## config.mk

```make
export PLATFORM = sky130hd
export DESIGN_NAME = nibble_serial_subtr_flat
export DESIGN_NICKNAME = d
export VERILOG_FILES = /design/src/rtl/nibble_serial_subtr_if.sv /design/src/rtl/nibble_serial_subtr.sv /design/src/flat_wrapper.sv
export SDC_FILE = /design/constraint.sdc
export NUM_CORES = 1
export LEC_CHECK = 0
export CAP_MARGIN = 20
export CORE_AREA = 2 2 72 74
export CTS_CLUSTER_DIAMETER = 60
export DETAILED_ROUTE_END_ITERATION = 6
export DIE_AREA = 0 0 74 76
export PLACE_DENSITY = 0.83
export SLEW_MARGIN = 15
export SYNTH_ARGS = -nofsm -noshare
export SYNTH_HDL_FRONTEND = slang
export SYNTH_SLANG_ARGS = --single-unit
```

## constraint.sdc

```tcl
create_clock -name clk -period 5.3 [get_ports clk]
set_clock_uncertainty 0.1 [all_clocks]
set_input_delay 0.53 -clock clk [delete_from_list [all_inputs] [get_ports clk]]
set_output_delay 0.53 -clock clk [all_outputs]
set_load 0.05 [all_outputs]
```

## src/rtl/nibble_serial_subtr_if.sv

```systemverilog
// Operand/result bus between the operand source and the nibble-serial subtractor.
// SERIAL_SUBTR_OVF_EN adds the signed-overflow flag to the bus.
interface nibble_serial_subtr_if #(
    parameter int unsigned WIDTH = 16
);
    logic             start;
    logic [WIDTH-1:0] a;
    logic [WIDTH-1:0] b;
    logic             bin;
    logic             busy;
    logic             done;
    logic [WIDTH-1:0] diff;
    logic             bout;
    logic             zero;
`ifdef SERIAL_SUBTR_OVF_EN
    logic             ovf;
`endif

`ifdef SERIAL_SUBTR_OVF_EN
    modport master (output start, a, b, bin, input busy, done, diff, bout, zero, ovf);
    modport slave  (input start, a, b, bin, output busy, done, diff, bout, zero, ovf);
`else
    modport master (output start, a, b, bin, input busy, done, diff, bout, zero);
    modport slave  (input start, a, b, bin, output busy, done, diff, bout, zero);
`endif
endinterface

```

## src/rtl/nibble_serial_subtr.sv

```systemverilog
// Multi-nibble subtractor: a - b - bin computed one nibble per clock, LSB first.
// Optional signed-overflow flag enabled by SERIAL_SUBTR_OVF_EN.
module nibble_serial_subtr #(
    parameter int unsigned WIDTH = 16
) (
    input  logic                   clk,
    input  logic                   rst,
    nibble_serial_subtr_if.slave   sub_if
);
    localparam int unsigned NIB   = WIDTH / 4;
    localparam int unsigned CNT_W = (NIB > 1) ? $clog2(NIB) : 1;

    typedef enum logic [1:0] {IDLE, RUN, DONE} state_e;

    state_e             state_q;
    logic [CNT_W-1:0]   cnt_q;
    logic               br_q;
    logic [WIDTH-1:0]   a_q;
    logic [WIDTH-1:0]   b_q;
    logic [WIDTH-1:0]   diff_q;
    logic               bout_q;
    logic               zero_q;
    logic               busy_q;
    logic               done_q;

    logic [WIDTH-1:0]   a_sh;
    logic [WIDTH-1:0]   b_sh;
    logic [4:0]         sub5;
    logic               br_d;
    logic [WIDTH-1:0]   diff_d;
    logic               last_nib;

    // Nibble borrow-chain step for the current cnt, merged into the result word
    always_comb begin
        a_sh     = a_q >> {cnt_q, 2'b00};
        b_sh     = b_q >> {cnt_q, 2'b00};
        sub5     = {1'b0, a_sh[3:0]} - {1'b0, b_sh[3:0]} - 5'(br_q);
        br_d     = sub5[4];
        last_nib = (cnt_q == CNT_W'(NIB - 1));
        diff_d   = diff_q;
        for (int i = 0; i < int'(NIB); i++) begin
            if (cnt_q == CNT_W'(i)) begin
                diff_d[4*i +: 4] = sub5[3:0];
            end
        end
    end

`ifdef SERIAL_SUBTR_OVF_EN
    logic ovf_q;
    logic ovf_d;

    assign ovf_d      = (a_q[WIDTH-1] != b_q[WIDTH-1]) && (diff_d[WIDTH-1] != a_q[WIDTH-1]);
    assign sub_if.ovf = ovf_q;

    always_ff @(posedge clk) begin
        if (rst) begin
            ovf_q <= 1'b0;
        end else if (state_q == IDLE && sub_if.start) begin
            ovf_q <= 1'b0;
        end else if (state_q == RUN && last_nib) begin
            ovf_q <= ovf_d;
        end
    end
`endif

    always_ff @(posedge clk) begin
        if (rst) begin
            state_q <= IDLE;
            cnt_q   <= '0;
            br_q    <= 1'b0;
            a_q     <= '0;
            b_q     <= '0;
            diff_q  <= '0;
            bout_q  <= 1'b0;
            zero_q  <= 1'b0;
            busy_q  <= 1'b0;
            done_q  <= 1'b0;
        end else begin
            done_q <= 1'b0;
            case (state_q)
                IDLE: begin
                    if (sub_if.start) begin
                        a_q     <= sub_if.a;
                        b_q     <= sub_if.b;
                        br_q    <= sub_if.bin;
                        diff_q  <= '0;
                        cnt_q   <= '0;
                        busy_q  <= 1'b1;
                        state_q <= RUN;
                    end
                end
                RUN: begin
                    diff_q <= diff_d;
                    br_q   <= br_d;
                    if (last_nib) begin
                        bout_q  <= br_d;
                        zero_q  <= (diff_d == '0);
                        done_q  <= 1'b1;
                        state_q <= DONE;
                    end else begin
                        cnt_q <= cnt_q + CNT_W'(1);
                    end
                end
                DONE: begin
                    busy_q  <= 1'b0;
                    state_q <= IDLE;
                end
                default: begin
                    busy_q  <= 1'b0;
                    state_q <= IDLE;
                end
            endcase
        end
    end

    assign sub_if.busy = busy_q;
    assign sub_if.done = done_q;
    assign sub_if.diff = diff_q;
    assign sub_if.bout = bout_q;
    assign sub_if.zero = zero_q;

endmodule

```

## src/flat_wrapper.sv

```systemverilog
// flat-port wrapper written by rule: the top's interface ports become plain ports
module nibble_serial_subtr_flat 
#(
    parameter int unsigned WIDTH = 16
)
  (clk, rst, sub_if_start, sub_if_a, sub_if_b, sub_if_bin, sub_if_busy, sub_if_done, sub_if_diff, sub_if_bout, sub_if_zero);
  nibble_serial_subtr_if #(.WIDTH(WIDTH)) sub_if_i ();
  input  logic clk;
  input  logic rst;
  input wire logic [$bits(sub_if_i.start)-1:0] sub_if_start;
  input wire logic [$bits(sub_if_i.a)-1:0] sub_if_a;
  input wire logic [$bits(sub_if_i.b)-1:0] sub_if_b;
  input wire logic [$bits(sub_if_i.bin)-1:0] sub_if_bin;
  output wire logic [$bits(sub_if_i.busy)-1:0] sub_if_busy;
  output wire logic [$bits(sub_if_i.done)-1:0] sub_if_done;
  output wire logic [$bits(sub_if_i.diff)-1:0] sub_if_diff;
  output wire logic [$bits(sub_if_i.bout)-1:0] sub_if_bout;
  output wire logic [$bits(sub_if_i.zero)-1:0] sub_if_zero;
  assign sub_if_i.start = sub_if_start;
  assign sub_if_i.a = sub_if_a;
  assign sub_if_i.b = sub_if_b;
  assign sub_if_i.bin = sub_if_bin;
  assign sub_if_busy = sub_if_i.busy;
  assign sub_if_done = sub_if_i.done;
  assign sub_if_diff = sub_if_i.diff;
  assign sub_if_bout = sub_if_i.bout;
  assign sub_if_zero = sub_if_i.zero;
  nibble_serial_subtr #(.WIDTH(WIDTH)) u_core (.clk(clk), .rst(rst), .sub_if(sub_if_i));
endmodule
```

; Word level (Yosys, flattened, before mapping)
; Index checks and enable logic that the tools add are counted.
[op_classes]
add_sub_neg = 3
eq_ne = 7
shift = 2
mux = 17
bitwise = 1
reduce_logical = 11
[ops]
columns = op, count
row1 = one-hot mux 16 bit (2 select lines), 1
row2 = right shift 16 x 4 -> 4 bit, 2
row3 = logical NOT 16 bit, 1
row4 = 2-to-1 mux 16 bit, 1
row5 = 2-to-1 mux 4 bit, 4
row6 = AND reduction 2 bit, 5
row7 = 2-to-1 mux 2 bit, 4
row8 = one-hot mux 2 bit (2 select lines), 2
row9 = subtractor 4 x 4 -> 5 bit, 1
row10 = subtractor 5 x 1 -> 5 bit, 1
row11 = equality test 2 x 1 -> 1 bit (second input constant), 2
row12 = equality test 2 bit (second input constant), 2
row13 = logical NOT 2 bit, 2
row14 = inequality test 2 bit (second input constant), 2
row15 = one-hot mux 1 bit (2 select lines), 2
row16 = 2-to-1 mux 1 bit, 3
row17 = AND reduction 3 bit, 1
row18 = adder 2 x 1 -> 2 bit (second input constant), 1
row19 = inequality test 2 x 1 -> 1 bit (second input constant), 1
row20 = nonzero test 2 bit, 1
row21 = OR reduction 2 bit, 1
row22 = inverter 1 bit, 1
[word_totals]
reg_bits = 57
in_bits = 36
out_inout_bits = 20
word_cells = 51

; Longest topological paths before layout
[logic_depth]
ltp_word = 5
mapped_depth = 9
depth_no_buf = 8

; Least setup slack after synthesis
; Ideal clock, no wire load.
[synth_path]
path_type = register to register
start = register u_core.cnt_q[0]
end = register u_core.zero_q (netlist: u_core.sub_if.zero)
t_arrival_ns = 2.723
slack_ns = 2.418
path_stages_with_launch = 9
path_buffers = 1
period_less_slack_ns = 2.882
cell_sequence = dfxtp_1 buf_6 mux4_1 fa_1 fa_1 nand2b_1 a221oi_1 a41o_1 o31a_1
[synth_via]
elab_chain_cells = 5
elab_cells_between_ends = 14
classes_between = add/sub (2) / eq/ne (3) / shift (2) / mux (4) / reduce/logical (3)
[synth_lines]
columns = element, line
row1 = from (decl), nibble_serial_subtr.sv:16  ; logic [CNT_W-1:0] cnt_q;
row2 = from (signal assigned), nibble_serial_subtr.sv:101  ; cnt_q <= cnt_q + CNT_W'(1);
row3 = right shift 16 x 4 -> 4 bit (on tied branches), "nibble_serial_subtr.sv:35, nibble_serial_subtr.sv:36"
row4 = subtractor 4 x 4 -> 5 bit, nibble_serial_subtr.sv:37  ; sub5 = {1'b0, a_sh[3:0]} - {1'b0, b_sh[3:0]} - 5'(br_q);
row5 = subtractor 5 x 1 -> 5 bit, nibble_serial_subtr.sv:37
row6 = 2-to-1 mux 4 bit, nibble_serial_subtr.sv:42  ; if (cnt_q == CNT_W'(i)) begin
row7 = logical NOT 16 bit, nibble_serial_subtr.sv:97  ; zero_q <= (diff_d == '0);
row8 = to (signal assigned), nibble_serial_subtr.sv:97
row9 = to (decl), nibble_serial_subtr.sv:22  ; logic zero_q;
; Parallel ways exist; a longest one is shown, timed or not.
; A chain may end at the register's enable or synchronous reset.

; Final worst setup path
[layout_path]
start = register u_core.cnt_q[0]
end = register u_core.diff_q[6] (netlist: u_core.sub_if.diff[6])
[layout_via]
elab_chain_cells = 5
elab_cells_between_ends = 7
classes_between = add/sub (2) / eq/ne (1) / shift (2) / mux (2)
[layout_lines]
columns = element, line
row1 = right shift 16 x 4 -> 4 bit (on tied branches), "nibble_serial_subtr.sv:35, nibble_serial_subtr.sv:36"
row2 = subtractor 4 x 4 -> 5 bit, nibble_serial_subtr.sv:37
row3 = subtractor 5 x 1 -> 5 bit, nibble_serial_subtr.sv:37
row4 = 2-to-1 mux 4 bit (*), nibble_serial_subtr.sv:42
row5 = one-hot mux 16 bit (2 select lines) (*), nibble_serial_subtr.sv:80  ; case (state_q)
row6 = to (signal assigned), nibble_serial_subtr.sv:93  ; diff_q <= diff_d;
row7 = to (decl), nibble_serial_subtr.sv:20  ; logic [WIDTH-1:0] diff_q;
; Mark *: on every way between the ends. The rest lies on a longest branch, timed or not.

==> metrics.md <==
| Metric | Value |
|---|---|
| Worst path required time | 5470 ps |
| Synth unique cells | 38 |
| Worst path slowest cell | dfxtp_1 |
| Total CTS buffers | 9 |
| FF/Latch Area | 0.00114 mm² |
| Pwr per Cell Area | 320 mW/mm² |
| Worst Reg-to-Reg Cells | 7 |
| Top cell type's share of synthesized area | 44.6% |
| Syn avg cell area | 8.89 µm² |
| Area of the multi-input gates | 0.00129 mm² |
| GRT Total Usage | 20.9% |
| Die H | 76 µm |
| Post-Synthesis Cells | 288 |
| Area Overhead vs Synth | 30.1% |
| Vias per cell | 5.39 |
| Routed Antenna Nets | 0 |
| Initial cell density of the core | 52.1% |
| Top cells by instance count after synthesis | nand2_1, dfxtp_1, a21oi_1, nor2_1, clkbuf_1 |
| Asr flop ratio synth | 0% |
| PortBufs | 55 |
| DRT Pass-1 Iters | 5 |
| Reg2reg setup slack | 1990 ps |
| Worst setup SP type | register |
| P_leak | 1.28 nW |
| GRT overflow | 0 |
| Ys flop type | dfxtp_1 |
| Rows | 26 |
| Share of cells above drive strength 1 | 6.47% |
| Max-cap viol count | 0 |
| Synthesis warning total | 0 |
| Slew HR | 34.7% |
| Status | finished, final reports clean |
| Setup-failing EPs final | 0 |
| # hold bufs at CTS | 0 |
| Num ports | 56 |
| DRT Wirelength | 5.49 mm |
| Final Max Tran Viols | 0 |
| Root Driver | clkbuf_8 |
| Endpoint class of the critical path | register |
| Worst Path Max Fanout | 12 |
| Levels on crit path | 7 |
| Core Footprint | 0.00491 mm² |
| Dpl ws | 2000 ps |
| Count leader, synth | nand2_1 |
| Final Wtd Congestion | 0.815 |
| TNS Setup | 0 ps |
| Critical Path AT | 3480 ps |
| Flops & latches, synth | 57 |
| Area of the die | 0.00562 mm² |
| Mapped Area | 0.00256 mm² |
| Final WS setup | 1990 ps |
| Most used cell, CP | fa_1 |
| Fmax | 302 MHz |
| Initial drt markers | 187 |
| Reg clk slew, reported paths | 60 ps |
| Final Hold Viols | 0 |
| CTS tree | done |
| Critical path origin | u_core.cnt_q[0] |
| CP top delay family | adder cells |
| Kind of critical path | reg2reg |
| Initial antenna violation count | 0 |
| Worst stage delay on the critical path | 670 ps |
| H-Tree Depth | 3 |
| Post-CTS setup buffer count | 0 |
| DRC | 0 |
| Global-route wire length before repair | 9.07 mm |
| TritonCTS Sinks | 57 |
| Buffer depth of the longest clock path | 2 |
| Post-synth EDFFs | 0 |
| Die Wd | 74 µm |
| Worst vdd ir | 176 µV |
| Unrepaired setup endpoints after global routing | no |
| Placed cell area | 0.00312 mm² |
| Routed WL per cell | 13.4 µm |
| Final-stage net count | 382 |
| Fin crit share | 62.4% |
| Design Area, Final | 0.00333 mm² |
| Worst r2r dst | u_core.sub_if.diff[6] |
| Number of global-route vias before repair | 2002 |
| Worst setup path endpoint | u_core.sub_if.diff[6] |
| Slew at the pin closest to its max-slew limit | 980 ps |
| Seq/Total Area, Yosys | 44.6% |
| CP Cell Sequence | mux4_1, fa_1, fa_1, xnor2_1, nor3_1, a22oi_1, nor2_1 |
| Synth top area cells | dfxtp_1, nand2_1, a21oi_1, mux4_1, ha_1 |
| Routed vias | 2210 |
| Bufs and invs on worst path | 0 |
| Fin crit period | 3310 ps |
| Worst reg2reg startpoint | u_core.cnt_q[0] |
| PostCTS Resize Cnt | 0 |
| Post-DP HPWL | 3.75 mm |
| ANT cells | 0 |
| FILL cells | 403 |
| Largest net degree at the start of global routing | 60 |
| Worst Hold Class | reg2reg |
| Worst-Skew Late Latency | 330 ps |
| Mapped Nets | 334 |
| Post-synth top area cell | dfxtp_1 |
[final cells by class]
class | count | area share, %
Inverter | 13 | 1.46
Multi-Input combinational cell | 198 | 38.8
Clock buffer | 12 | 4.66
Clock inverter | 3 | 1.20
Timing Repair Buffer | 57 | 17.0
Sequential cell | 57 | 34.2
Tap cell | 70 | 2.63
[sequential cells by signal, summed over array words and instances (netlist names), 2 cells and up]
register            cells
u_core.cnt_q            2
u_core.state_q          2
u_core.b_q             16
u_core.a_q             16
u_core.sub_if.diff     16
[cells by family after synthesis]
family / after synthesis / share of synthesized area (%)
AO/OA/AOI/OAI: 67 / 16.6
buffers and inverters: 33 / 5.23
multiplexers: 8 / 8.06
AND/OR/NAND/NOR: 110 / 18.8
XOR/XNOR: 3 / 1.32
adder cells (fa/ha/maj): 10 / 5.47
flip-flops: 57 / 44.6
[worst min path at each step]
stage                         startpoint        endpoint  slack (ps)  depth (start not counted)
final                     u_core.b_q[14]  u_core.b_q[14]         350                          2
after global routing       u_core.b_q[1]   u_core.b_q[1]         370                          2
after CTS                 u_core.a_q[14]  u_core.a_q[14]         350                          2
after detailed placement  u_core.a_q[14]  u_core.a_q[14]         340                          2
after global placement     u_core.b_q[2]   u_core.b_q[2]         340                          2
after floorplan            u_core.a_q[4]   u_core.a_q[4]         330                          2
[metrics by stage]
stage | util [%] | total power [mW] | hold slack [ps] | instances
2_1_floorplan | - | 0.604 | 332 | 288
4_1_cts | 67.5 | 1.07 | 353 | 409
3_3_place_gp | 63.6 | 0.662 | 338 | 394
5_1_grt | 67.8 | 1.11 | 366 | 410
6_report | 67.8 | 1.07 | 352 | 410
3_5_place_dp | 63.6 | 0.669 | 345 | 394
[layer usage]
layer	up-vias	wire, µm	track usage [%]
li1	1095	-	-
met1	1032	2430	27.5
met2	71	2700	31.3
met3	12	257	7.28
met4	0	102	8.36
met5	-	0	0
[report_power, final]
part           internal, mW  switching [mW]
clock                 0.238           0.165
combinational        0.0885           0.109
sequential            0.450          0.0152
[cell usage in the layout (no fill, tap or decap), drive strengths merged, types with 5 or more instances in the layout]
cell type      synthesis  layout
a21oi                 39      39
a22oi                  7       7
a32oi                  6       6
clkbuf                14      12
clkdlybuf4s50          0      54
dfxtp                 57      57
ha                     8       8
inv                   13      13
mux4                   8       8
nand2                 69      69
nand3b                 5       5
nor2                  20      20
[tightest hold or removal path, delay by kind of cell (launching register included)]
| family | cells | cell delay, ps |
|---|---|---|
| and+or+nand+nor | 1 | 50 |
| DFF | 1 | 300 |
| AOI/OAI and AO/OA | 1 | 50 |
Power figures use the tool's default switching activity.
